--- src/rtl/fpu_pkg.sv ---
// fpu_pkg: shared types and constants for the integer-to-float pipeline.
//   rm_e        rounding-mode encoding as seen on the rm port
//   F32_BIAS    binary32 exponent bias
//   F32_MANT_W  binary32 stored-mantissa width
//   s1_t, s2_t  stage payloads. Magnitudes are held left-aligned in
//               MAX_IN_W bits, so one datapath serves every legal IN_W.
package fpu_pkg;

    typedef enum logic [1:0] {
        RM_RNE = 2'b00,
        RM_RTZ = 2'b01,
        RM_RDN = 2'b10,
        RM_RUP = 2'b11
    } rm_e;

    localparam int F32_BIAS   = 127;
    localparam int F32_MANT_W = 23;
    localparam int MAX_IN_W   = 64;
    localparam int LZ_W       = $clog2(MAX_IN_W);

    typedef struct packed {
        logic                sign;
        logic [MAX_IN_W-1:0] mag;
    } s1_t;

    typedef struct packed {
        logic                sign;
        logic                zero;
        logic [LZ_W-1:0]     lz;
        logic [MAX_IN_W-1:0] norm;
    } s2_t;

endpackage

--- src/rtl/itof_pipe_lzc.sv ---
// lzc: combinational leading-zero count.
//   a    W-bit operand
//   cnt  number of leading zeros; value for a == 0 is don't-care
module lzc #(
    parameter int W = 64
) (
    input  logic [W-1:0]         a,
    output logic [$clog2(W)-1:0] cnt
);

    localparam int CW = $clog2(W);

    // Ascending scan: the last hit is the most significant set bit.
    always_comb begin
        cnt = '0;
        for (int i = 0; i < W; i++) begin
            if (a[i]) cnt = CW'(W - 1 - i);
        end
    end

endmodule

--- src/rtl/itof_pipe.sv ---
// itof_pipe: three-stage integer to IEEE-754 binary32 converter.
//   clk, rstn              clock, asynchronous active-low reset
//   x, is_unsigned, rm     operand, signedness, rounding mode
//   in_valid / in_ready    input handshake
//   y, inexact             binary32 result and inexact flag
//   out_valid / out_ready  output handshake
// Build option ITOF_ROUND_MODES_EN: when defined, rm selects the rounding
// mode; when undefined, rm is ignored and conversion always rounds to
// nearest even.
module itof_pipe
    import fpu_pkg::*;
#(
    parameter int IN_W = 32
) (
    input  logic            clk,
    input  logic            rstn,
    input  logic [IN_W-1:0] x,
    input  logic            is_unsigned,
    input  logic [1:0]      rm,
    input  logic            in_valid,
    output logic            in_ready,
    output logic [31:0]     y,
    output logic            inexact,
    output logic            out_valid,
    input  logic            out_ready
);

    logic v1, v2, v3;
    logic en1, en2, en3;
    s1_t  s1, s1_d;
    s2_t  s2, s2_d;
    rm_e  rm_eff;

    // A stage accepts when it is empty or its contents move on this cycle.
    assign en3       = ~v3 | out_ready;
    assign en2       = ~v2 | en3;
    assign en1       = ~v1 | en2;
    assign in_ready  = en1;
    assign out_valid = v3;

    // S1: sign and magnitude. INT_MIN negates to itself, which read as
    // unsigned is exactly 2^(IN_W-1).
    logic            sign_in;
    logic [IN_W-1:0] mag_in;

    assign sign_in = ~is_unsigned & x[IN_W-1];
    assign mag_in  = sign_in ? -x : x;

    always_comb begin
        s1_d      = '0;
        s1_d.sign = sign_in;
        s1_d.mag  = MAX_IN_W'(mag_in) << (MAX_IN_W - IN_W);
    end

    always_ff @(posedge clk or negedge rstn) begin
        if (!rstn) begin
            v1 <= 1'b0;
            s1 <= '0;
        end else if (en1) begin
            v1 <= in_valid;
            if (in_valid) s1 <= s1_d;
        end
    end

    // S2: normalise.
    logic [LZ_W-1:0] lz1;

    lzc #(.W(MAX_IN_W)) u_lzc (
        .a   (s1.mag),
        .cnt (lz1)
    );

    always_comb begin
        s2_d      = '0;
        s2_d.sign = s1.sign;
        s2_d.zero = (s1.mag == '0);
        s2_d.lz   = lz1;
        s2_d.norm = s1.mag << lz1;
    end

    always_ff @(posedge clk or negedge rstn) begin
        if (!rstn) begin
            v2 <= 1'b0;
            s2 <= '0;
        end else if (en2) begin
            v2 <= v1;
            if (v1) s2 <= s2_d;
        end
    end

`ifdef ITOF_ROUND_MODES_EN
    rm_e rm1, rm2;

    always_ff @(posedge clk or negedge rstn) begin
        if (!rstn) begin
            rm1 <= RM_RNE;
            rm2 <= RM_RNE;
        end else begin
            if (en1 && in_valid) rm1 <= rm_e'(rm);
            if (en2 && v1)       rm2 <= rm1;
        end
    end

    assign rm_eff = rm2;
`else
    logic unused_rm;

    assign unused_rm = ^rm;
    assign rm_eff    = RM_RNE;
`endif

    // S3: round and pack. Leading one sits at bit MAX_IN_W-1 of norm.
    logic [F32_MANT_W-1:0] frac;
    logic                  g, st, inc, carry;
    logic [F32_MANT_W+1:0] sum;
    logic [7:0]            exp_d;
    logic [31:0]           y_d;
    logic                  inexact_d;

    assign frac = s2.norm[MAX_IN_W-2 -: F32_MANT_W];
    assign g    = s2.norm[MAX_IN_W-2-F32_MANT_W];
    assign st   = |s2.norm[MAX_IN_W-3-F32_MANT_W:0];

    always_comb begin
        inc = 1'b0;
        case (rm_eff)
            RM_RNE: inc = g & (st | frac[0]);
            RM_RTZ: inc = 1'b0;
            RM_RDN: inc = s2.sign & (g | st);
            RM_RUP: inc = ~s2.sign & (g | st);
            default: inc = 1'b0;
        endcase
    end

    assign sum   = {1'b0, 1'b1, frac} + (F32_MANT_W+2)'(inc);
    assign carry = sum[F32_MANT_W+1];
    assign exp_d = 8'(F32_BIAS + IN_W - 1) - 8'(s2.lz) + 8'(carry);

    always_comb begin
        if (s2.zero) begin
            y_d       = '0;
            inexact_d = 1'b0;
        end else begin
            y_d       = {s2.sign, exp_d,
                         carry ? {F32_MANT_W{1'b0}} : sum[F32_MANT_W-1:0]};
            inexact_d = g | st;
        end
    end

    always_ff @(posedge clk or negedge rstn) begin
        if (!rstn) begin
            v3      <= 1'b0;
            y       <= '0;
            inexact <= 1'b0;
        end else if (en3) begin
            v3 <= v2;
            if (v2) begin
                y       <= y_d;
                inexact <= inexact_d;
            end
        end
    end

endmodule

--- config.mk ---
export PLATFORM = sky130hd
export DESIGN_NAME = itof_pipe
export DESIGN_NICKNAME = d
export VERILOG_FILES = /design/src/rtl/fpu_pkg.sv /design/src/rtl/itof_pipe_lzc.sv /design/src/rtl/itof_pipe.sv
export SDC_FILE = /design/constraint.sdc
export NUM_CORES = 1
export LEC_CHECK = 0
export ABC_AREA = 1
export CAP_MARGIN = 20
export CELL_PAD_IN_SITES_DETAIL_PLACEMENT = 1
export CELL_PAD_IN_SITES_GLOBAL_PLACEMENT = 1
export CORE_ASPECT_RATIO = 1.4
export CORE_UTILIZATION = 41
export CTS_CLUSTER_SIZE = 14
export DETAILED_ROUTE_END_ITERATION = 7
export PLACE_DENSITY_LB_ADDON = 0.1
export RECOVER_POWER = 100
export SLEW_MARGIN = 20
export SYNTH_ARGS = -nofsm -noshare
export SYNTH_HDL_FRONTEND = slang
export SYNTH_SLANG_ARGS = --single-unit
--- constraint.sdc ---
create_clock -name clk -period 4 [get_ports clk]
set_input_delay 0.6 -clock clk [delete_from_list [all_inputs] [get_ports clk]]
set_output_delay 0.6 -clock clk [all_outputs]
set_load 0.005 [all_outputs]
# Yosys cells after proc, flatten, opt, wreduce, memory -nomap -nowiden
# Index checks and enable logic that the tools add are counted.
[totals]
reg_bits = 140
latch_bits = 0
mem_bits_rw = 0
mem_bits_ro = 0
inputBits = 39
out_inout_bits = 35
memories = 0
[classes]
n_addsub = 4
multipliers = 0
div = 0
order_cmp = 0
n_eq_ne = 0
shift = 1
muxes = 36
bitwise_logic = 11
reduce_logical = 5
[ops]
columns = ["op", "n"]
rows = [
  ["$mux 5", 32],
  ["$logic_not 64->1", 1],
  ["$mux 32", 2],
  ["$shl 64x5->63", 1],
  ["$reduce_or 39->1", 1],
  ["$neg 32->32", 1],
  ["$add 24x1->25", 1],
  ["$mux 23", 1],
  ["$add 8x1->8", 1],
  ["$sub 8x6->8 const A", 1],
  ["$reduce_and 2->1", 3],
  ["$or 1x1->1", 5],
  ["$not 1->1", 4],
  ["$and 1x1->1", 2],
  ["$mux 1", 1],
]

# Longest topological paths before layout
[depth]
word_depth = 33
depth_mapped = 40
depth_no_buf = 39

# By module
# Synthesis repeated with hierarchy kept, for this count alone.
[unflattened]
cells_unflattened = 1236
area_unflattened_um2 = 8220.4
[modules_own_cells]
columns = ["module", "n_inst", "cells_per_inst", "area_each_um2", "seq_area_each_um2"]
rows = [
  ["itof_pipe", 1, 1015, 6970.4, 2702.6],
  ["lzc", 1, 221, 1249.9, 0.0],
]

# Worst setup path before layout
# No wires, ideal clock.
[synth_path]
kind = "reg-to-reg"
from = "register s2[35] (netlist name)"
to = "register y[27]"
t_arrival_ps = 3150
slack_ps = 729
path_stages_with_launch = 25
n_path_buf = 0
period_less_slack_ps = 3271
path_cell_list = "dfrtp_1 > inv_1 > nand4_1 > nor4_1 > inv_1 > nor2_1 > nor2_1 > ha_1 > ha_1 > nand4_1 > nor2_1 > nand2_1 > nor4_1 > nand4_1 > nor2_1 > nand4_1 > nor2_1 > and3_1 > nand2_1 > ha_1 > ha_1 > nand3_1 > nor3_1 > a21oi_1 > nand2_1"
[synth_via]
elab_chain_cells = 6
[synth_lines]
columns = ["item", "line_no", "source"]
rows = [
  ["from (decl)", "itof_pipe.sv:31", "s2_t s2, s2_d;"],
  ["from (signal assigned)", "itof_pipe.sv:84", "s2 <= '0;"],
  ["from (signal assigned)", "itof_pipe.sv:87", "if (v1) s2 <= s2_d;"],
  ["$reduce_or 39->1", "itof_pipe.sv:122", "assign st = |s2.norm[MAX_IN_W-3-F32_MANT_W:0];"],
  ["$or 1x1->1", "itof_pipe.sv:127", "RM_RNE: inc = g & (st | frac[0]);"],
  ["$and 1x1->1", "itof_pipe.sv:127", ""],
  ["$add 24x1->25", "itof_pipe.sv:135", "assign sum = {1'b0, 1'b1, frac} + (F32_MANT_W+2)'(inc);"],
  ["$add 8x1->8", "itof_pipe.sv:137", "assign exp_d = 8'(F32_BIAS + IN_W - 1) - 8'(s2.lz) + 8'(carry);"],
  ["$mux 32", "itof_pipe.sv:140", "if (s2.zero) begin"],
  ["to (signal assigned)", "itof_pipe.sv:158", "y <= y_d;"],
  ["to (decl)", "itof_pipe.sv:22", "output logic [31:0] y,"],
]
# No other way between the ends.
# A chain may end at the register's enable or synchronous reset.

# Worst setup path in the final report
[layout_path]
from = "register s2[33] (netlist name)"
to = "register y[27]"
# The elaborated chain is that of the path after synthesis.

==> metrics.txt <==
status=finished with violations; failing checks=DRC, capacitance limit, slew limit; row count=56; setup_tns=0 ns; CP Data Arrival Time=3.87 ns; Cells after Synth=1009; RSZ-0062 raised after global routing=false; Post-DRT Antenna Nets=0; number of global-route vias before repair=7058; largest delay contributor family on the critical path=simple AND/OR/NAND/NOR gates; Syn-to-layout area delta=16.7%; Synth Cell Area=6980 sq um; fraction of registers with async set/reset=100%; Final Max Tran Viols=52; Detailed Route WL=20400 microns; max_slew headroom=-79.4%; Final Instance Count excl. Fillers=1269; global-route usage over all layers=24.6%; Setup CP Type=reg -> reg; dpl hpwl=16000 microns; Max VDD drop=0.194 mV; Final Hold Viols=0; synth top area cells=dfrtp_1 (38%), nand3_1 (17%), nand2_1 (13%), o21ai_0 (6.3%), inv_1 (5.2%); Worst Max-Slew Pin Slew=2.69 ns; Tcrit/Tclk final=90.6%; Pleak=3.77 nW; DIE AREA=17600 sq um; achievable clock frequency=276 MHz; global route total overflow=0; post-synth cell types=39; largest net degree at the start of global routing=63; ys flop type=dfrtp_1; hold path endpoint=y[29]; I/O pins=74; CTS tree=built; syn nets=1053; Fin Clk Skew=0.0107 ns; Slowest-stage cell, CP=dfrtp_1; CP max stage delay=0.35 ns; reg2reg end=y[27]; Antenna diodes=0; DIE HEIGHT=156 microns; Critical Path RT=4.25 ns; IO buf count=71; root buf cell=clkbuf_16; top post-synthesis cells by count=nand2_1 (241), nand3_1 (241), dfrtp_1 (107); Final nets=1106; Yosys top cell by area=dfrtp_1; Worst Path Max Fanout=4; initial antenna violation count=0; CORE AREA=16700 sq um; # clock sinks=107; first-pass iteration count of the detailed router=7; crit start category=register; CP Buf/Inv Count=3; top cell type's share of synthesized area=38.4%; Critical Path Sink Type=register; GPL Wtd Cong=0.862; cell total after placement=1252; syn_area_per_cell=6.92 sq um; worst min path class=reg -> reg; Bufs on Longest Clock Path=2; Die W=112 microns; multi-input logic area=3740 sq um; EDFF count, synth=0; initial core utilization=41.9%; R2R depth=25; CTS H-tree depth=3; CTS clk-pin slew, worst paths=0.08 ns; r2r startpoint=s2[33]; Seq. cell area=2680 sq um; minimum clock period=3.62 ns; hold depth=1; worst skew pair latency=0.36 ns; Worst Hold Launch=y[29]; sequential share of the synthesized area=38.4%; max-cap violation count=1; Routed WL per cell=16.1 microns; global-route wire length before repair=34600 microns; setup violators final=0; CTS Buf Count=9; Via density=5.51; drt initial violations=346; Ys Warns=0; DRC viols=5; Power Density=578 nW/um^2; fill count=2165; via count=6986; reg2reg setup slack=0.38 ns; share of cells above drive strength 1=4.69%; synthesized flop and latch total=107
placed cells by master, fill, tap and decap left out, types with 3 or more instances in the layout:
master / Yosys / routed
dfrtp_1: 107 / 107
dlygate4sd3_1: 0 / 38
o21ai_0: 88 / 90
o211ai_1: 4 / 4
or2_2: 4 / 4
o31ai_1: 6 / 6
nor4_1: 8 / 7
nor3_2: 4 / 4
o21ai_1: 6 / 4
a21oi_1: 6 / 6
nand4_1: 12 / 12
buf_4: 2 / 14
clkbuf_2: 0 / 4
nand2_1: 241 / 240
inv_1: 96 / 96
nand3_1: 241 / 241
clkdlybuf4s50_1: 0 / 32
xor2_1: 29 / 29
xnor2_1: 10 / 10
nor2_1: 65 / 64
nor3_1: 9 / 9
nand2_4: 2 / 3
ha_1: 5 / 4
clkbuf_16: 0 / 9
sequential cells by signal, indices dropped and copies added (netlist names):
signal and cells:
v2 1, g 1, s2 14, inexact 1, v1 1, frac 23
y 32, s1 33, out_valid 1
cell families (layout without fill, tap and decap cells):
logic type / Yosys count / count (layout) / synth area share (%)
AO/OA/AOI/OAI: 119 / 119 / 9.28
XOR/XNOR: 39 / 39 / 4.89
adder cells (fa/ha/maj): 5 / 5 / 0.896
buffers and inverters: 146 / 203 / 8.39
flip-flops: 107 / 107 / 38.4
AND/OR/NAND/NOR: 593 / 593 / 38.2
worst register-to-register path: stages, from the launching register on:
cell and delay (ns):
dfrtp_1 0.35, inv_1 0.06, nand4_1 0.10, nor4_1 0.06, inv_1 0.06, nor2_1 0.04
nor2_1 0.09, ha_1 0.18, ha_2 0.21, nand4_1 0.13, nor2_1 0.13, nand2_1 0.10
nor4_2 0.17, buf_4 0.17, nand4_1 0.09, nor2_1 0.16, nand4_1 0.15, nor2_2 0.17
and3_4 0.21, nand2_4 0.08, ha_1 0.22, ha_1 0.21, nand3_1 0.12, nor3_1 0.08
a21oi_1 0.12, nand2_1 0.06
per-layer routing:
layer  part of all wire (%)  vias up  GRT usage, %
li1                       -     3473             -
met1                     41     3348          28.1
met2                     54      122          46.2
met3                    1.8       43          2.52
met4                    3.7        0          11.0
met5                      0        -             0
report_power, final:
part           switching (W)  total [W]  internal (W)  leakage [nW]
Sequential          0.000307    0.00176       0.00146          1.33
Combinational        0.00128    0.00209      0.000811          2.31
Clock               0.000430   0.000858      0.000428         0.131
Total                0.00202    0.00471       0.00269          3.77
metrics by stage:
step / total power (W) / hold slack (ns) / cell area [sq um] / utilization, % / setup WS (ns)
after floorplan: 0.00312 / 0.304 / 6980 / - / 0.729
after global placement: 0.00387 / 0.454 / 7850 / 47.1 / 0.239
after detailed placement: 0.00395 / 0.469 / 7850 / 47.1 / 0.0507
after CTS: 0.00482 / 0.279 / 8130 / 48.8 / 0.0364
after global routing: 0.00513 / 0.499 / 8150 / 48.9 / 0.00972
final: 0.00471 / 0.476 / 8150 / 48.9 / 0.378
area by class of cell:
type | count | share of cell area, %
Clock buffer | 9 | 2.76
Clock inverter | 6 | 0.630
Inverter | 98 | 4.52
Multi-Input combinational cell | 756 | 45.9
Sequential cell | 107 | 32.9
Tap cell | 203 | 3.12
Timing Repair Buffer | 90 | 10.2
what timing repair did:
action,CTS,global route
endpoints found under the setup margin,0,7
buffers inserted,0,2
gates resized for setup,0,6
hold buffers,0,0
worst max-delay path by stage:
stage | startpoint | end | cells after the start | slack, ns
global route | s2[35] | y[27] | 25 | 0.01
finish | s2[33] | y[27] | 25 | 0.38
CTS | s2[35] | y[27] | 25 | 0.04
global placement | x[1] | s1[59] | 18 | 0.24
detailed placement | s2[35] | y[27] | 25 | 0.05
floorplan | s2[35] | y[27] | 24 | 0.73
Note: power is estimated with default switching activity, not from simulation.
